==> config.mk <==
export PLATFORM = sky130hd
export DESIGN_NAME = seg7_capture
export DESIGN_NICKNAME = d
export VERILOG_FILES = /design/src/rtl/seg7_capture.sv
export SDC_FILE = /design/constraint.sdc
export NUM_CORES = 1
export LEC_CHECK = 0
export BUFFER_PORTS_ARGS = -buffer_cell sky130_fd_sc_hd__buf_2
export CELL_PAD_IN_SITES_DETAIL_PLACEMENT = 2
export CELL_PAD_IN_SITES_GLOBAL_PLACEMENT = 2
export CORE_MARGIN = 3
export CORE_UTILIZATION = 36
export CTS_BUF_LIST = sky130_fd_sc_hd__clkbuf_16
export CTS_CLUSTER_SIZE = 12
export DETAILED_ROUTE_END_ITERATION = 7
export PLACE_DENSITY_LB_ADDON = 0.1
export SLEW_MARGIN = 20
export SYNTH_ARGS = -nofsm -noshare
export SYNTH_HDL_FRONTEND = slang
export SYNTH_SLANG_ARGS = --single-unit
export TNS_END_PERCENT = 1
==> constraint.sdc <==
create_clock -name clk -period 2.65 [get_ports clk]
set_input_delay 0.1325 -clock clk [delete_from_list [all_inputs] [get_ports clk]]
set_output_delay 0.1325 -clock clk [all_outputs]
set_load 0.1 [all_outputs]
==> src/rtl/seg7_capture.sv <==
`default_nettype none
// ============================================================================
//  Module   : seg7_capture
//  Purpose  : Receive-side monitor for a multiplexed four-digit seven-segment
//             bus. Waits for each active-low anode strobe and segment pattern
//             to settle, decodes the lit pattern back to a hex digit and
//             publishes a frame-consistent 16-bit value once every digit
//             position has been captured.
//
//  Ports    : clk        - system clock, rising edge
//             rst        - synchronous reset, active low
//             seg_L      - active-low segments, bit 6 = a ... bit 0 = g
//             anode_L    - active-low digit strobes, bit 3 = leftmost digit
//             value      - last complete frame, value[15:12] = leftmost digit
//             blank      - last complete frame, bit i = digit i was all-off
//             frame_done - one-cycle pulse when value/blank update
//             err        - one-cycle pulse on illegal pattern or multi strobe
//
//  Revision : 1.0 - initial release
// ============================================================================
module seg7_capture #(
    parameter int SETTLE = 4    // stable cycles required before capture, 1..255
) (
    input  logic        clk,
    input  logic        rst,
    input  logic [6:0]  seg_L,
    input  logic [3:0]  anode_L,
    output logic [15:0] value,
    output logic [3:0]  blank,
    output logic        frame_done,
    output logic        err
);

    localparam logic [7:0] c_settle    = 8'(SETTLE);
    localparam logic [7:0] c_settle_m1 = 8'(SETTLE - 1);

    typedef enum logic [1:0] {
        ST_IDLE   = 2'd0,
        ST_SETTLE = 2'd1,
        ST_HOLD   = 2'd2
    } state_t;

    // ------------------------------------------------------------------------
    // Registered state
    // ------------------------------------------------------------------------
    logic [6:0]       r_seg;
    logic [3:0]       r_an;
    logic [7:0]       r_cnt;
    state_t           r_state;
    logic [3:0][3:0]  r_slot;
    logic [3:0]       r_blank_slot;
    logic [3:0]       r_seen;
    logic             r_multi_q;
    logic [15:0]      r_value;
    logic [3:0]       r_blank;
    logic             r_frame_done;
    logic             r_err;

    // ------------------------------------------------------------------------
    // Combinational signals
    // ------------------------------------------------------------------------
    logic             w_chg;
    logic             w_an_onehot;
    logic             w_an_idle;
    logic             w_an_multi;
    logic [1:0]       w_slot_idx;
    logic [3:0]       w_dec_digit;
    logic             w_dec_legal;
    logic             w_dec_blank;
    state_t           w_state_nxt;
    logic             w_capture;
    logic             w_cnt_ready;
    logic [3:0][3:0]  w_slot_upd;
    logic [3:0]       w_blank_upd;
    logic [3:0]       w_seen_upd;
    logic             w_capture_ok;
    logic             w_frame_complete;
    logic             w_multi_err;

    // The input registers update on this edge whenever the live bus differs
    // from them, so this is exactly "the registered copy is changing now".
    // Clearing the counter on the same edge gives capture on edge t+1+SETTLE
    // for a bus change at edge t.
    assign w_chg = (seg_L != r_seg) || (anode_L != r_an);

    assign w_cnt_ready = (r_cnt == c_settle_m1) && !w_chg;

    // ------------------------------------------------------------------------
    // Anode classification and slot index
    // ------------------------------------------------------------------------
    always_comb begin
        w_an_onehot = 1'b1;
        w_slot_idx  = 2'd0;
        case (r_an)
            4'b1110: w_slot_idx = 2'd0;
            4'b1101: w_slot_idx = 2'd1;
            4'b1011: w_slot_idx = 2'd2;
            4'b0111: w_slot_idx = 2'd3;
            default: w_an_onehot = 1'b0;
        endcase
    end

    assign w_an_idle  = (r_an == 4'b1111);
    assign w_an_multi = !w_an_onehot && !w_an_idle;

    // ------------------------------------------------------------------------
    // Segment decode (active-low pattern, a..g = bit 6..0)
    // ------------------------------------------------------------------------
    always_comb begin
        w_dec_digit = 4'h0;
        w_dec_legal = 1'b1;
        w_dec_blank = 1'b0;
        case (r_seg)
            7'h01: w_dec_digit = 4'h0;
            7'h4F: w_dec_digit = 4'h1;
            7'h12: w_dec_digit = 4'h2;
            7'h06: w_dec_digit = 4'h3;
            7'h4C: w_dec_digit = 4'h4;
            7'h24: w_dec_digit = 4'h5;
            7'h20: w_dec_digit = 4'h6;
            7'h0F: w_dec_digit = 4'h7;
            7'h00: w_dec_digit = 4'h8;
            7'h04: w_dec_digit = 4'h9;
            7'h08: w_dec_digit = 4'hA;
            7'h60: w_dec_digit = 4'hB;
            7'h31: w_dec_digit = 4'hC;
            7'h42: w_dec_digit = 4'hD;
            7'h30: w_dec_digit = 4'hE;
            7'h38: w_dec_digit = 4'hF;
            7'h7F: w_dec_blank = 1'b1;
            default: w_dec_legal = 1'b0;
        endcase
    end

    // ------------------------------------------------------------------------
    // FSM next state and capture strobe
    // ------------------------------------------------------------------------
    always_comb begin
        w_state_nxt = r_state;
        w_capture   = 1'b0;
        case (r_state)
            ST_IDLE: begin
                if (w_an_onehot) begin
                    // With SETTLE=1 the strobe can already be settled on the
                    // first cycle it is visible in the registered copy.
                    if (w_cnt_ready) begin
                        w_capture   = 1'b1;
                        w_state_nxt = ST_HOLD;
                    end else begin
                        w_state_nxt = ST_SETTLE;
                    end
                end
            end
            ST_SETTLE: begin
                if (!w_an_onehot) begin
                    w_state_nxt = ST_IDLE;
                end else if (w_cnt_ready) begin
                    w_capture   = 1'b1;
                    w_state_nxt = ST_HOLD;
                end
            end
            ST_HOLD: begin
                // A change re-enters SETTLE; if the new strobe is not one-hot
                // SETTLE drops to IDLE as soon as it is registered.
                if (!w_an_onehot) begin
                    w_state_nxt = ST_IDLE;
                end else if (w_chg) begin
                    w_state_nxt = ST_SETTLE;
                end
            end
            default: w_state_nxt = ST_IDLE;
        endcase
    end

    // ------------------------------------------------------------------------
    // Slot update preview: the frame load must include the digit captured on
    // the completing edge, so the updated slot set is formed combinationally.
    // ------------------------------------------------------------------------
    always_comb begin
        w_slot_upd              = r_slot;
        w_blank_upd             = r_blank_slot;
        w_slot_upd[w_slot_idx]  = w_dec_digit;
        w_blank_upd[w_slot_idx] = w_dec_blank;
    end

    assign w_seen_upd       = r_seen | (4'b0001 << w_slot_idx);
    assign w_capture_ok     = w_capture && w_dec_legal;
    assign w_frame_complete = w_capture_ok && (w_seen_upd == 4'b1111);

    // One error per multi-strobe occurrence: flag only the first cycle.
    assign w_multi_err = w_an_multi && !r_multi_q;

    // ------------------------------------------------------------------------
    // Input registers and stability counter
    // ------------------------------------------------------------------------
    always_ff @(posedge clk) begin
        if (!rst) begin
            r_seg <= 7'h7F;
            r_an  <= 4'hF;
            r_cnt <= 8'd0;
        end else begin
            r_seg <= seg_L;
            r_an  <= anode_L;
            if (w_chg) begin
                r_cnt <= 8'd0;
            end else if (r_cnt != c_settle) begin
                r_cnt <= r_cnt + 8'd1;
            end
        end
    end

    // ------------------------------------------------------------------------
    // FSM state register
    // ------------------------------------------------------------------------
    always_ff @(posedge clk) begin
        if (!rst) begin
            r_state <= ST_IDLE;
        end else begin
            r_state <= w_state_nxt;
        end
    end

    // ------------------------------------------------------------------------
    // Slot storage, frame assembly and output pulses
    // ------------------------------------------------------------------------
    always_ff @(posedge clk) begin
        if (!rst) begin
            r_slot       <= '0;
            r_blank_slot <= 4'h0;
            r_seen       <= 4'h0;
            r_multi_q    <= 1'b0;
            r_value      <= 16'h0000;
            r_blank      <= 4'hF;
            r_frame_done <= 1'b0;
            r_err        <= 1'b0;
        end else begin
            r_multi_q    <= w_an_multi;
            r_frame_done <= w_frame_complete;
            r_err        <= w_multi_err || (w_capture && !w_dec_legal);

            if (w_capture_ok) begin
                r_slot       <= w_slot_upd;
                r_blank_slot <= w_blank_upd;
                if (w_frame_complete) begin
                    r_value <= w_slot_upd;
                    r_blank <= w_blank_upd;
                    r_seen  <= 4'h0;
                end else begin
                    r_seen  <= w_seen_upd;
                end
            end
        end
    end

    assign value      = r_value;
    assign blank      = r_blank;
    assign frame_done = r_frame_done;
    assign err        = r_err;

endmodule
`default_nettype wire

==> implementation parameters, run 1 <==
Parameter                              Value

Detailed routing
  Detail Route met3 WL ... between 200 and 250 um
  Post-DR wirelength/cell ... between 15 and 20 um
  Number of vias per cell after detailed routing ... between 5 and 6
  Total vias in the final route ... 3,022
  Number of remaining DRC errors ... 0
  Top metal layer carrying routed signals ... met4
  Detailed-route wire length on metal 1 ... 4810 um
  Wire length after detailed routing ... 10,400 um
  Met2 WL ... approximately 5200 um
  Remaining number of nets flagged by the antenna check after routing ... 0
  Router iterations before antenna repair ... 4
  1st-iter DRT viols ... ~120

Finish
  Synth-to-Final Area Change ... 15.7%
  Post-layout nets ... ~440
  Register cell area after layout ... about 1400 um2
  Most frequent standard cell in the layout excluding fill and tap cells ... dfxtp_1
  Filler instances ... between 1,000 and 1,500
  Share of final-layout standard cells stronger than drive strength 1 ... around 18%
  Antenna Diode Count ... 0
  Most frequent cells in the layout ... dfxtp_1, nand2_1, buf_2
  Area of the multi-input gates ... between 1500 and 2000 um2

STA
  Final setup slack of the worst path ... roughly 230 ps
  Total count of hold-check failures in the final report ... 0
  Final-report max-slew violation count ... 0
  Slew of the pin with the lowest slew margin ... just over 600 ps
  Final Skew ... approximately 7.6 ps
  Achievable clock frequency ... between 400 and 500 MHz
  Setup repair after global routing missed its margin ... no
  Time the worst path needs with I/O delays and setup ... between 2000 and 2500 ps
  Total of endpoints with negative setup slack in the final report ... 0
  Sum of negative setup slack ... 0 ps
  Final worst path period share ... about nine tenths
  Max-slew headroom at the worst pin ... approximately three fifths

Clocking
  Clock root buffer master ... clkbuf_16
  Number of buffers created by CTS ... 9
  # H-tree levels ... 3
  Post-CTS setup repair buffer count ... 0
  CTS tree ... built
  Clock latency at the later pin of the worst-skew pair ... 330 ps
  Clock input transition at the sequential cells of the worst setup and hold paths ... ~60 ps
  Largest buffer count on any clock path ... 2
  Number of clock sinks seen by CTS ... between 60 and 70

Logic synthesis
  Sequential fraction of the synthesis area ... about two fifths
  Number of synthesized flops with an enable pin ... 0
  Post-Syn Area per Cell ... 8.71 um2
  Number of nets in the synthesized netlist ... approximately 410
  Synth cell types ... just under 60
  Share of async-settable or async-resettable flops after synthesis ... 0%
  Count of yosys warnings during synthesis ... 0
  Yosys top cell by area ... dfxtp_1
  Combined area of all synthesized cells ... approximately 3500 um2
  Cell count after synthesis ... between 300 and 400
  Most common flop cell mapped by yosys ... dfxtp_1
  Top cell type's share of synthesized area ... roughly two fifths
  Register bit count reported by yosys ... about 70
  Largest cells by area after synthesis ... dfxtp_1, mux2i_1, nand2_1

Power
  Proportion of power drawn by the clock network ... 47.6%
  Switch share ... about a quarter
  Combinational group share of total power ... under 10%
  Power Internal ... approximately 1.7 mW
  Proportion of power drawn by flip-flops and latches ... 45.1%
  Worst IR Drop VDD ... 326 uV
  Switching power summed over all nets ... ~630 uW
  Leakage power ... between 1.5 and 2 nW
  Pwr/cell area ... about 600 nW/um2

Setup path
  Buffers & Inverters on Critical Path ... 1
  Critical-path cell with the highest stage delay ... dfxtp_1
  Maximum fanout count along the critical path ... 12
  Delay of the slowest cell on the worst path ... between 500 and 600 ps
  Kind of critical path ... register to register
  Data arrival time of the worst path ... approximately 2600 ps
  Critical path required time ... ~2900 ps
  Delay-heaviest family, CP ... simple AND/OR/NAND/NOR gates
  Most frequent cell on the critical path ... and2_1
  Startpoint kind of the worst setup timing path ... register
  Critical path cell sequence ... nand4b_1 -> o211ai_1 -> and2_1 -> buf_4 -> and2_1 -> nand3_1 -> mux2i_1
  Critical Path Sink Type ... register

Placed design
  Post-detail-place hpwl ... 7320 um
  GP Congestion ... 0.767
  Worst-case setup slack after placement ... 272 ps
  Buffers added on ports ... 34

Global route
  Wire length of the first global-routing pass ... between 15,000 and 20,000 um
  Number of antenna violations at the first check in global routing ... 0
  Number of global-route vias before repair ... around 3,300
  Tot GR Track Use ... 19.9%
  Overflow left after global routing ... 0
  Largest net degree at the start of global routing ... 33

Floorplanning
  Placement Rows ... 35
  Horiz. Die Dim ... 104 um
  Die Footprint ... about 11,000 um2
  Placeable core region ... between 9000 and 10,000 um2
  Height of the die ... between 100 and 150 um
  IO Count ... 35
  Starting density of the core ... a little under two fifths

Job
  Number of maximum-capacitance violations ... 0

Outcome
  Status ... complete, no violations

Min path
  Tightest Hold Check Type ... input port to register
## synthesized netlist by cell type (5+ instances only)
master / number
dfxtp_1: 68
nand2_1: 53
nor2_1: 30
mux2i_1: 25
nand3_1: 17
nand2b_1: 15
clkbuf_1: 14
a21oi_1: 13
o21ai_0: 13
xnor2_1: 13
o21ai_1: 12
inv_1: 10
o2111ai_1: 9
buf_2: 8
and3_1: 7
nand4b_1: 7
xor2_1: 7
o211ai_1: 5
## area by class of cell
class                           count  share of cell area, %
Multi-Input combinational cell    290                   47.8
Sequential cell                    68                   34.0
Timing Repair Buffer               45                   6.30
Clock buffer                        9                   5.62
Tap cell                          129                   4.03
Clock inverter                      7                   1.28
Inverter                           10                  0.936
## cells by family (layout without fill, tap and decap cells)
logic type               count (synthesis)  count (layout)  synth area share, %
AND/OR/NAND/NOR                        171             171                 27.7
AO/OA/AOI/OAI                           70              70                 13.8
flip-flops                              68              68                 39.3
buffers and inverters                   40              71                 5.70
multiplexers                            26              26                 7.55
XOR/XNOR                                20              20                 5.05
adder cells (fa/ha/maj)                  3               3                 1.01
## final timing paths
path | cells past startpoint | slack [ps] | endpoint | from
hold / removal | 2 | 10 | r_an[3] | anode_L[3]
setup reg to reg | 7 | 230 | r_slot[2] | r_an[2]
hold reg to reg | 2 | 440 | value[8] | value[8]
setup / recovery | 7 | 230 | r_slot[2] | r_an[2]
## metrics by stage
step                instance area [um2]  instances  utilization [%]  hold slack, ps  total power, mW
finish                             4010        558             43.2            11.2             2.37
global route                       4010        558             43.2            7.25             2.46
CTS                                4000        558             43.0            8.39             2.39
detailed placement                 3720        542             40.1             350             1.26
global placement                   3720        542             40.1             344             1.25
floorplan                          3470        398                -             234             1.20
## what timing repair did
action,in CTS,in global routing
hold buffers,0,0
resized for setup,0,2
endpoints found under the setup margin,0,10
## power groups by stage
stage,sequential (mW),combinational (mW),clock (mW)
after global routing,1.07,0.190,1.20
after global placement,1.09,0.166,0
after CTS,1.06,0.174,1.15
final,1.07,0.173,1.13
after floorplan,1.07,0.132,0
after detailed placement,1.09,0.171,0
## sequential cells by signal, indices dropped and copies added, names as in the netlist
| signal | flops |
|---|---|
| err | 1 |
| r_slot | 16 |
| frame_done | 1 |
| r_blank_slot | 4 |
| value | 16 |
| r_an | 4 |
| blank | 4 |
| r_state | 2 |
| r_multi_q | 1 |
| r_seen | 4 |
| r_seg | 7 |
| r_cnt | 8 |
## per-layer routing
metal  vias up  global-route usage (%)
li1       1460                       -
met1      1507                    25.7
met2        42                    33.9
met3        13                    3.29
met4         0                    6.27
met5         -                       0
No activity file was read; power rests on OpenSTA's default activity.
==> run 2, diff against run 1 <==
--- a/config.mk
+++ b/config.mk
@@ -8,6 +8,7 @@
 export BUFFER_PORTS_ARGS = -buffer_cell sky130_fd_sc_hd__buf_2
 export CELL_PAD_IN_SITES_DETAIL_PLACEMENT = 2
 export CELL_PAD_IN_SITES_GLOBAL_PLACEMENT = 2
+export CORE_ASPECT_RATIO = 1.75
 export CORE_MARGIN = 3
 export CORE_UTILIZATION = 36
 export CTS_BUF_LIST = sky130_fd_sc_hd__clkbuf_16
==> implementation parameters, run 2 (synthesis results as in run 1) <==
Parameter                              Value

Outcome
  Status ... complete, no violations

Clocking
  Number of clock sinks seen by CTS ... 68 (unchanged)
  Largest buffer count on any clock path ... 2 (unchanged)
  CTS tree ... built
  Post-CTS setup repair buffer count ... 0 (unchanged)
  Hold-fix buffers, CTS ... 0 (unchanged)
  # H-tree levels ... 3 (unchanged)
  Clock latency at the later pin of the worst-skew pair ... 330 ps (about the same)
  Clock root buffer master ... clkbuf_16
  Number of buffers created by CTS ... 9 (unchanged)
  Clock input transition at the sequential cells of the worst setup and hold paths ... 60 ps (about the same)
  Post-cts repair resize count ... 0 (unchanged)

Detailed routing
  Post-DR wirelength/cell ... 19.1 um (+2.3%)
  Total vias in the final route ... 3,019 (-0.099%)
  Number of remaining DRC errors ... 0 (unchanged)
  Number of vias per cell after detailed routing ... 5.50 (+1.5%)
  1st-iter DRT viols ... 103 (-10%)
  Wire length after detailed routing ... 10,500 um (+0.63%)
  Remaining number of nets flagged by the antenna check after routing ... 0 (unchanged)
  Router iterations before antenna repair ... 4 (unchanged)

Min path
  Startpoint of the tightest hold check path ... seg_L[0]
  Tightest Hold Check Type ... input port to register

Floorplanning
  Placement Rows ... 46 (+31%)
  Horiz. Die Dim ... 80.2 um (-23%)
  Die Footprint ... 10,900 um2 (+0.43%)
  Placeable core region ... 9210 um2 (-0.81%)
  IO Count ... 35 (unchanged)
  Height of the die ... 136 um (+30%)
  Starting density of the core ... 37.6% (+0.30 points)

Finish
  Post-layout nets ... 441 (+0.46%)
  Share of final-layout standard cells stronger than drive strength 1 ... 16.8% (-0.93 points)
  Antenna Diode Count ... 0 (unchanged)
  Area of the multi-input gates ... 1910 um2 (-0.59%)
  Filler instances ... 1,073 (+1.4%)
  Post-Layout Cell Count ... 549 (-1.6%)
  Most frequent cells in the layout ... dfxtp_1, nand2_1, buf_2
  Synth-to-Final Area Change ... 15.6% (about the same)
  Register cell area after layout ... 1360 um2 (about the same)
  Most frequent standard cell in the layout excluding fill and tap cells ... dfxtp_1

Power
  Leakage power ... 1.70 nW (+1.2%)
  Worst IR Drop VDD ... 336 uV (+3.2%)
  Pwr/cell area ... 593 nW/um2 (+0.46%)

Placed design
  GP Congestion ... 0.741 (-3.4%)
  Cell Count Post-Placement ... 535 (-1.3%)
  Buffers added on ports ... 34 (unchanged)
  Post-detail-place hpwl ... 7440 um (+1.6%)

STA
  Total of endpoints with negative setup slack in the final report ... 0 (unchanged)
  Slew of the pin with the lowest slew margin ... 616 ps (+6.94 ps)
  Final Skew ... 5.51 ps (-2.07 ps)
  Final worst path period share ... 94.7% (+3.5 points)
  Max-slew headroom at the worst pin ... 58.4% (-0.47 points)
  Achievable clock frequency ... 399 MHz (-3.7%)
  Setup repair after global routing missed its margin ... no
  Sum of negative setup slack ... 0 ps (unchanged)
  Time the worst path needs with I/O delays and setup ... 2510 ps (+92.7 ps)
  Final-report max-slew violation count ... 0 (unchanged)
  Fin Hold WS ... 8.22 ps (-2.94 ps)
  Total count of hold-check failures in the final report ... 0 (unchanged)

Global route
  Number of antenna violations at the first check in global routing ... 0 (unchanged)
  Largest net degree at the start of global routing ... 35 (+6.1%)
  Tot GR Track Use ... 21.0% (+1.1 points)
  Wire length of the first global-routing pass ... 17,400 um (-0.11%)
  Overflow left after global routing ... 0 (unchanged)
  Number of global-route vias before repair ... 3,335 (+2.2%)

Setup path
  Origin of the critical flop-to-flop path ... r_seg[5]
  Data arrival time of the worst path ... 2770 ps (+140 ps)
  Critical path required time ... 2910 ps (+50 ps)
  Critical Path Sink Type ... register
  Kind of critical path ... register to register
  Startpoint kind of the worst setup timing path ... register
  Maximum fanout count along the critical path ... 10 (-2)
  Worst setup path startpoint ... r_seg[5]

Job
  Number of maximum-capacitance violations ... 0 (unchanged)
==> run 2: cell count changes in the layout (fill, tap and decap cells not counted), sizes merged <==
cell / before / now
bufinv: 0 / 1
buf: 45 / 47
clkinv: 4 / 3
clkinvlp: 2 / 0
==> run 2: critical path: stages (launching register included) <==
cell	delay, ps
dfxtp_1	480
buf_4	230
and3b_1	190
o2111ai_1	300
nand4b_1	330
or2_1	320
buf_4	200
nand2_2	160
mux2i_1	220
==> run 2: stage by stage <==
step | worst slack, ps | utilization (%) | cell area [um2] | power (mW)
after floorplan | 555 | - | 3470 | 1.20
after global placement | 331 | 40.6 | 3740 | 1.25
after detailed placement | 230 | 40.6 | 3740 | 1.26
after CTS | 144 | 43.5 | 4010 | 2.41
after global routing | 0.382 | 43.5 | 4010 | 2.47
final | 141 | 43.5 | 4010 | 2.38
==> run 2: final timing paths <==
check / to / cells past startpoint / slack (ps)
worst max-delay path: r_slot[11] / 8 / 140
worst min-delay path: r_seg[0] / 2 / 8
worst max register to register: r_slot[11] / 8 / 140
worst min register to register: value[4] / 2 / 450
==> run 2: area by class of cell <==
class                      count  area share (%)
clock buffer                   9            5.62
clock inverter                 5            1.16
inverter                      10           0.937
multi-input combinational    290            47.6
sequential                    68            34.0
tap                          120            3.75
timing repair buffer          47            6.99
==> run 2: metal layers <==
metal	up-vias	global-route usage, %	wire [um]
met5	-	0	0
met2	46	38.8	5750
met3	16	4.59	289
met4	0	8.08	318
met1	1505	22.5	4150
li1	1452	-	-
==> run 2: report_power, final <==
part           leakage, nW  switching [mW]  internal, mW
Combinational         1.02           0.105        0.0659
Clock                0.137           0.431         0.705
Sequential           0.551          0.0326          1.04
==> run 3, diff against run 2 <==
--- a/config.mk
+++ b/config.mk
@@ -10,8 +10,8 @@
 export CELL_PAD_IN_SITES_GLOBAL_PLACEMENT = 2
 export CORE_ASPECT_RATIO = 1.75
 export CORE_MARGIN = 3
-export CORE_UTILIZATION = 36
-export CTS_BUF_LIST = sky130_fd_sc_hd__clkbuf_16
+export CORE_UTILIZATION = 37
+export CTS_BUF_LIST = sky130_fd_sc_hd__clkbuf_2
 export CTS_CLUSTER_SIZE = 12
 export DETAILED_ROUTE_END_ITERATION = 7
 export PLACE_DENSITY_LB_ADDON = 0.1
==> constraint.sdc (replaced) <==
create_clock -name clk -period 2.7 [get_ports clk]
set_input_delay 0.135 -clock clk [delete_from_list [all_inputs] [get_ports clk]]
set_output_delay 0.135 -clock clk [all_outputs]
set_load 0.1 [all_outputs]
==> implementation parameters, run 3 (synthesis results as in run 1) <==
Parameter                              Value

Clocking
  # H-tree levels ... 3 (unchanged)
  Post-CTS setup repair buffer count ... 0 (unchanged)
  Clock input transition at the sequential cells of the worst setup and hold paths ... 180 ps (+120 ps)
  Clock root buffer master ... clkbuf_2
  Number of buffers created by CTS ... 9 (unchanged)
  Number of clock sinks seen by CTS ... 68 (unchanged)
  Largest buffer count on any clock path ... 2 (unchanged)
  Clock latency at the later pin of the worst-skew pair ... 520 ps (+190 ps)
  CTS tree ... built

Finish
  Synth-to-Final Area Change ... 13.8%
  Share of final-layout standard cells stronger than drive strength 1 ... 17.4% (+0.64 points)
  Post-route core utilization ... 43.4% (-0.15 points)
  Post-layout nets ... 453 (+2.7%)
  Most frequent cells in the layout ... dfxtp_1, nand2_1, buf_2
  Most frequent standard cell in the layout excluding fill and tap cells ... dfxtp_1
  Layout Cell Area excl Fill ... 3940 um2 (-1.6%)
  Post-Layout Cell Count ... 563 (+2.6%)

STA
  Final setup slack of the worst path ... 225 ps (+83.7 ps)
  Total of endpoints with negative setup slack in the final report ... 0 (unchanged)
  Fin Hold WS ... 146 ps (+137 ps)
  Setup repair after global routing missed its margin ... no
  Max-slew headroom at the worst pin ... 55.9% (-2.5 points)
  Time the worst path needs with I/O delays and setup ... 2480 ps (-33.7 ps)
  Final-report max-slew violation count ... 0 (unchanged)
  Total count of hold-check failures in the final report ... 0 (unchanged)
  Sum of negative setup slack ... 0 ps (unchanged)
  Achievable clock frequency ... 404 MHz (+1.4%)
  Slew of the pin with the lowest slew margin ... 653 ps (+37.0 ps)
  Final worst path period share ... 91.7% (-3.0 points)
  Final Skew ... 21.9 ps (+16.4 ps)

Placed design
  GP Congestion ... 0.775 (+4.6%)
  Buffers added on ports ... 34 (unchanged)
  Post-detail-place hpwl ... 7580 um (+1.8%)
  Placed instance area ... 3730 um2 (-0.13%)
  Worst-case setup slack after placement ... 220 ps (-9.75 ps)
  Cell Count Post-Placement ... 536 (+0.19%)

Floorplanning
  Starting density of the core ... 38.1% (+0.48 points)
  IO Count ... 35 (unchanged)
  Placement Rows ... 46 (unchanged)
  Die Footprint ... 10,600 um2 (-2.5%)
  Height of the die ... 134 um (-1.3%)
  Placeable core region ... 9090 um2 (-1.2%)
  Horiz. Die Dim ... 79.2 um (-1.3%)

Setup path
  Buffers & Inverters on Critical Path ... 2 (unchanged)
  Critical path required time ... 3150 ps (+240 ps)
  Delay-heaviest family, CP ... simple AND/OR/NAND/NOR gates
  Startpoint kind of the worst setup timing path ... register
  Critical-path cell with the highest stage delay ... dfxtp_1
  Critical path cell sequence ... buf_4 -> and3b_1 -> o2111ai_1 -> nand4b_1 -> or2_1 -> buf_4 -> nand4_2 -> mux2i_1
  Kind of critical path ... register to register
  Maximum fanout count along the critical path ... 10 (unchanged)
  Delay of the slowest cell on the worst path ... 510 ps (+30 ps)
  Data arrival time of the worst path ... 2930 ps (+160 ps)
  Most frequent cell on the critical path ... buf_4
  Critical Path Sink Type ... register

Detailed routing
  Post-DR wirelength/cell ... 18.5 um (-3.6%)
  Wire length after detailed routing ... 10,400 um (-1.1%)
  Total vias in the final route ... 3,060 (+1.4%)
  1st-iter DRT viols ... 112 (+8.7%)
  Remaining number of nets flagged by the antenna check after routing ... 0 (unchanged)
  Number of remaining DRC errors ... 0 (unchanged)
  Number of vias per cell after detailed routing ... 5.44 (-1.2%)
  Router iterations before antenna repair ... 4 (unchanged)

Global route
  Wire length of the first global-routing pass ... 17,400 um (-0.52%)
  Number of antenna violations at the first check in global routing ... 0 (unchanged)
  Largest net degree at the start of global routing ... 33 (-5.7%)
  Number of global-route vias before repair ... 3,396 (+1.8%)
  Overflow left after global routing ... 0 (unchanged)
  Tot GR Track Use ... 20.9% (-0.042 points)

Power
  Switch share ... 27.6% (+3.7 points)
  Leakage power ... 1.68 nW (-1.3%)
  Switching power summed over all nets ... 498 uW (-12%)
  Power Internal ... 1.31 mW (-28%)
  Pwr/cell area ... 457 nW/um2 (-23%)
  Worst IR Drop VDD ... 222 uV (-34%)
  Proportion of power drawn by flip-flops and latches ... 58.0% (+13 points)
  Proportion of power drawn by the clock network ... 32.1% (-16 points)
  Combinational group share of total power ... 9.9% (+2.7 points)
  Overall power consumption ... 1.80 mW (-24%)

Outcome
  Status ... complete, no violations

Job
  Number of maximum-capacitance violations ... 0 (unchanged)

Min path
  Tightest Hold Check Type ... input port to register
## run 3: cell types whose count changed in the layout (fill, tap and decap cells not counted), sizes merged
cell and change:
clkbuf +3, clkinv -1, dlygate4sd3 +11, buf +1
inv -1, diode +1
## run 3: routing by layer
| layer | routed length (um) | GRT usage (%) | up-vias |
|---|---|---|---|
| li1 | - | - | 1486 |
| met1 | 4020 | 23.2 | 1508 |
| met2 | 5850 | 39.5 | 46 |
| met3 | 269 | 3.36 | 20 |
| met4 | 244 | 6.69 | 0 |
| met5 | 0 | 0 | - |
## run 3: worst min-delay path: stages
cell     delay [ps]
buf_2           300
nand2_1         150
o21ai_1          50
## run 3: final timing paths
kind / startpoint / to / slack [ps] / cells after the start
hold reg to reg: value[8] / value[8] / 460 / 2
setup / recovery: r_seg[5] / r_slot[0] / 220 / 8
setup reg to reg: r_seg[5] / r_slot[0] / 220 / 8
hold / removal: rst / value[12] / 150 / 3
## run 3: cell type report
cell class                 instances  area, um2
multi-input combinational        290       1910
antenna                            1       2.50
timing repair buffer              59        385
clock buffer                      12       60.1
tap                              120        150
clock inverter                     3       38.8
fill                            1087       5150
inverter                          10       37.5
sequential                        68       1360
## run 3: what timing repair did
item	4_1_cts	5_1_grt
hold endpoints to repair	11	0
resized for setup	0	1
hold buffers	11	0
endpoints found under the setup margin	0	1
## run 3: power groups by stage
| stage | Combinational (mW) | Sequential, mW | Clock [mW] |
|---|---|---|---|
| 2_1_floorplan | 0.130 | 1.05 | 0 |
| 3_5_place_dp | 0.166 | 1.07 | 0 |
| 4_1_cts | 0.179 | 1.05 | 0.596 |
| 6_report | 0.179 | 1.05 | 0.579 |
| 3_3_place_gp | 0.162 | 1.06 | 0 |
| 5_1_grt | 0.198 | 1.05 | 0.645 |
